## src/rtl/soc_ctrl_clk_rst_delay_gen.sv

```systemverilog
// Reset/clock-enable sequencer for one gated SoC sub-domain.
// Releases the domain reset, then the clock enable, each after DELAY_CYCLES, and drives an ICG clock.
module soc_ctrl_clk_rst_delay_gen #(
  parameter int unsigned DELAY_CYCLES = 50
) (
  input  logic clk_i,
  input  logic rst_i,
  input  logic arst_ni,
  input  logic clk_en_i,
  output logic clk_o,
  output logic arst_no,
  output logic clk_en_o
);

  localparam int unsigned CW = $clog2(DELAY_CYCLES + 1);
  localparam logic [CW-1:0] TERM = CW'(DELAY_CYCLES - 1);

  typedef enum logic [1:0] {
    IDLE,
    RST_DLY,
    CLK_DLY,
    RUN
  } state_t;

  state_t        state;
  logic [CW-1:0] count;
  logic          s1;
  logic          s2;
  logic          latch_q;

  always_ff @(posedge clk_i) begin
    if (rst_i) begin
      s1 <= 1'b0;
      s2 <= 1'b0;
    end else begin
      s1 <= arst_ni;
      s2 <= s1;
    end
  end

  // A falling synchronized request wins over any counter terminal match.
  always_ff @(posedge clk_i) begin
    if (rst_i) begin
      state    <= IDLE;
      count    <= '0;
      arst_no  <= 1'b0;
      clk_en_o <= 1'b0;
    end else if (!s2) begin
      state    <= IDLE;
      count    <= '0;
      arst_no  <= 1'b0;
      clk_en_o <= 1'b0;
    end else begin
      case (state)
        IDLE: begin
          state    <= RST_DLY;
          count    <= '0;
          arst_no  <= 1'b0;
          clk_en_o <= 1'b0;
        end
        RST_DLY: begin
          clk_en_o <= 1'b0;
          if (count == TERM) begin
            state   <= CLK_DLY;
            count   <= '0;
            arst_no <= 1'b1;
          end else begin
            count <= count + CW'(1);
          end
        end
        CLK_DLY: begin
          arst_no  <= 1'b1;
          clk_en_o <= 1'b0;
          if (count == TERM) begin
            state <= RUN;
            count <= '0;
          end else begin
            count <= count + CW'(1);
          end
        end
        RUN: begin
          arst_no  <= 1'b1;
          clk_en_o <= clk_en_i;
        end
        default: begin
          state    <= IDLE;
          count    <= '0;
          arst_no  <= 1'b0;
          clk_en_o <= 1'b0;
        end
      endcase
    end
  end

  // Enable only changes while clk_i is low, so clk_o emits whole high pulses.
  always_latch begin
    if (!clk_i) begin
      latch_q = clk_en_o;
    end
  end

  assign clk_o = clk_i & latch_q;

endmodule

```

## config.mk

```make
export PLATFORM = sky130hd
export DESIGN_NAME = soc_ctrl_clk_rst_delay_gen
export DESIGN_NICKNAME = d
export VERILOG_FILES = /design/src/rtl/soc_ctrl_clk_rst_delay_gen.sv
export SDC_FILE = /design/constraint.sdc
export NUM_CORES = 1
export LEC_CHECK = 0
export CORE_AREA = 5 5 42 44
export CTS_CLUSTER_SIZE = 28
export DETAILED_ROUTE_END_ITERATION = 8
export DIE_AREA = 0 0 47 49
export PLACE_DENSITY_LB_ADDON = 0.08
export SYNTH_ARGS = -nofsm -noshare
export SYNTH_HDL_FRONTEND = slang
export SYNTH_SLANG_ARGS = --single-unit
```

## constraint.sdc

```tcl
create_clock -name clk_i -period 1.9 [get_ports clk_i]
set_clock_uncertainty 0.05 [all_clocks]
set_input_delay 0.38 -clock clk_i [delete_from_list [all_inputs] [get_ports clk_i]]
set_output_delay 0.38 -clock clk_i [all_outputs]
set_load 0.02 [all_outputs]
```

* After elaboration in Yosys (flattened, before gate mapping)
Cells that the tools add are included.
Storage, ports and cells: register bits 12, bits in latches 1, bits in writable memories 0, memory bits (read-only) 0, input port bits 4, output and inout port bits 3, word-level logic and storage cells 33, memories kept 0
Cells by class: $add $sub $neg 1, multipliers 0, divide/modulo/power cells 0, order comparisons 0, equality and inequality tests 6, shift operators 0, mux-type cells 9, bitwise logic cells 2, reduce and logical (&&, ||, !) cells 8
Operator list (count):
- $pmux 6 s2 | 1
- $add 6x1->6 const B | 1
- $eq 6x6->1 const B | 1
- $mux 6 | 1
- $pmux 2 s3 | 1
- $reduce_or 2->1 | 3
- $eq 2x2->1 const B | 2
- $mux 2 | 2
- $ne 2x2->1 const B | 2
- $pmux 1 s3 | 1
- $reduce_and 3->1 | 1
- $reduce_bool 3->1 | 1
- $reduce_or 3->1 | 1
- $eq 2x1->1 const B | 1
- $logic_not 2->1 | 1
- $mux 1 | 2
- $pmux 1 s2 | 1
- $reduce_bool 2->1 | 1
- $and 1x1->1 | 1
- $not 1->1 | 1

* Logic depth before layout (Yosys ltp)
word-level depth 3, depth in mapped cells 5, gate-level depth less buffers 5

==> flow_summary.toml <==
[worst_setup_path]
slowest_delay_ps = 390
crit_type = "latch2out"
path_cells = "and2_4 -> buf_6"
crit_path_start_kind = "latch"
crit_arrival_ps = 1970
worstPathRequired_ps = 1470
setup.worst_path.end_class = "primary output"
cpMaxStageDelayCell = "dlxtn_1"
critPathMaxFanout = 1

[clock_network]
clkSlewWorstSetupHoldPaths_ps = 70
clkLatencyLatePin_ps = 380
cts_tree = "done"
cts_hold_buf = 0

[power_and_ir_drop]
p_per_area_nw_per_um2 = 691
p_seq_share_pct = 49.3
pwr-share-comb_pct = 3.5
ir_drop_v = 0.000353
p_clk_share_pct = 47.1
p_sw_uw = 117
p_int_uw = 430
p_leak_nw = 0.295
swShare_pct = 21.3

[run]
max_cap_violations = 0

[logic_synthesis]
synth_cell_types = 31
synth_area_leaders = "dfxtp_1, ha_1, nand2_1"
avgSynthCellArea_um2 = 9.19
yosysMostFrequentCell = "dfxtp_1"
synth_async_sr_flop_share_pct = 0
synth_common_cells = "dfxtp_1, ha_1, nand2_1, inv_1, nor2b_1"
synthCells = 72
synth_ff_type = "dfxtp_1"
synth_top_area_share_pct = 36.3
synth_seq_cells = 13
netlist_area_um2 = 662
yosys.area.top_type = "dfxtp_1"
synth_edf_count = 0
ys.warnings.count = 0
syn_nets = 83

[placement]
io_buffers = 6
dpl.hpwl_um = 854
routabilityCongestion = 0.737
place_area_um2 = 741

[route]
wl_met3_um = 60
route.met2.wl_um = 523
wirelength_um = 1210
highest_layer = "met4"
route.detailed.drc = 0
vias = 555
postRouteAntennaNets = 0
wl_per_cell_um = 12.1
drt_iter0_drc = 6
via_per_inst = 5.55
dr.pass1.iters = 4
m1WireLength_um = 583

[floorplanning]
coreArea_um2 = 1400
ios = 7
rows = 14
die_y_um = 49
initial_core_util_pct = 47.2
die_x_um = 47
die-area_um2 = 2300

[timing]
setup_viol = 2
drv_slew = 0
hold_viol = 0
final.setup.tns_ps = -502
relSlewSlack_pct = 78.0
worst_slack_ps = -502
max_slew.worst_pin.slew_ps = 329
rsz0062_at_grt = "true"

[cells_and_area]
area_growth_pct = 19.5
antenna_cells = 0
fillers = 138
final_nets = 96
fin_area_um2 = 791
seq_area_um2 = 255
multi_input_area_um2 = 375
drive_gt1_share_pct = 13.1

[grt]
grt-ovfl-total = 0
grt_pass1_vias = 507
grt_pass1_wl_um = 2130
grt_max_degree = 11
antenna_found_initial = 0
globalRouteTotalUtil_pct = 13.3

[hold_path]
hold_path.class = "reg2latch"

[status]
violations = "negative setup slack"
status = "finished with violations"
[layout by cell type (no fill, tap or decap), drive strengths merged]
| master | synthesis | routed |
|---|---|---|
| o21a | 1 | 1 |
| a211oi | 1 | 1 |
| mux2i | 1 | 1 |
| nand3 | 1 | 1 |
| nand2b | 1 | 1 |
| or4b | 1 | 1 |
| o2111ai | 2 | 2 |
| o21ai | 3 | 3 |
| inv | 4 | 4 |
| clkdlybuf4s50 | 0 | 5 |
| nand4b | 1 | 1 |
| nand2 | 7 | 7 |
| or3 | 2 | 2 |
| or3b | 1 | 1 |
| and2 | 1 | 1 |
| clkbuf | 1 | 7 |
| or4 | 1 | 1 |
| nor2b | 4 | 4 |
| and3 | 1 | 1 |
| xor2 | 1 | 1 |
| buf | 2 | 3 |
| a221oi | 1 | 1 |
| dlxtn | 1 | 1 |
| ha | 7 | 7 |
| a21oi | 3 | 3 |
| a31oi | 2 | 2 |
| nor3b | 1 | 1 |
| o211ai | 3 | 3 |
| o31ai | 3 | 3 |
| nor2 | 2 | 2 |
| dfxtp | 12 | 12 |
[state kept, by name, indices dropped and copies added, names as in the netlist]
name / count
clk_en_o: 1
count: 6
s1: 1
state: 2
s2: 1
latch_q: 1
arst_no: 1
[critical path, delay by kind of cell, from the launching register on]
| kind | cells | cell delay [ps] |
|---|---|---|
| buffers and inverters | 1 | 110 |
| latches | 1 | 390 |
| and+or+nand+nor | 1 | 130 |
[power groups by stage]
| stage | combinational [mW] | sequential (mW) | clock [mW] |
|---|---|---|---|
| finish | 0.0193 | 0.270 | 0.258 |
| global route | 0.0216 | 0.270 | 0.290 |
| CTS | 0.0196 | 0.270 | 0.264 |
| detailed placement | 0.0195 | 0.276 | 0.000000341 |
| global placement | 0.0192 | 0.276 | 0.000000341 |
[timing repair]
item                                    CTS  global route
pin swaps                                 0             0
endpoints found under the setup margin    2             2
buffers inserted                          0             0
gates resized for setup                   6             0
[per-layer routing]
| layer | up-vias | GRT usage [%] |
|---|---|---|
| met4 | 0 | 10.1 |
| met2 | 11 | 14.5 |
| li1 | 284 | - |
| met1 | 255 | 18.3 |
| met5 | - | 0 |
| met3 | 5 | 7.38 |
[logic make-up after synthesis]
logic type	count (synthesis)	share of synthesized area [%]
and+or+nand+nor	24	20.8
DFF	12	36.3
AOI/OAI and AO/OA	19	19.5
muxes	1	1.51
buffers and inverters	7	5.10
latches	1	2.27
adders and majority gates	7	13.2
xor gates and xnor gates	1	1.32
[area by class of cell]
type,instances,share of cell area [%]
repair buffers,7,8.23
flip-flops and latches,13,32.3
clock buffers,8,7.59
inverters,4,1.90
multi-input cells,52,47.5
well taps,16,2.53
[metrics by stage]
step                total power, mW  setup slack (ps)  utilization, %  hold slack, ps  cells
CTS                           0.553              -514            56.4             360    100
global route                  0.582              -551            56.4             381    100
detailed placement            0.296              -545            52.9             339     93
floorplan                     0.286             -7.76               -             364     72
finish                        0.547              -502            56.4             358    100
global placement              0.295              -546            52.9             337     93
[path summary, 6_finish.rpt]
kind         startpoint  endpoint  slack (ps)  depth (start not counted)
max             latch_q     clk_o        -500                          2
min            clk_en_o   latch_q         360                          0
max reg2reg    state[0]  count[5]         220                          4
min reg2reg    clk_en_o   latch_q         360                          0
Note: power is estimated with default switching activity, not from simulation.
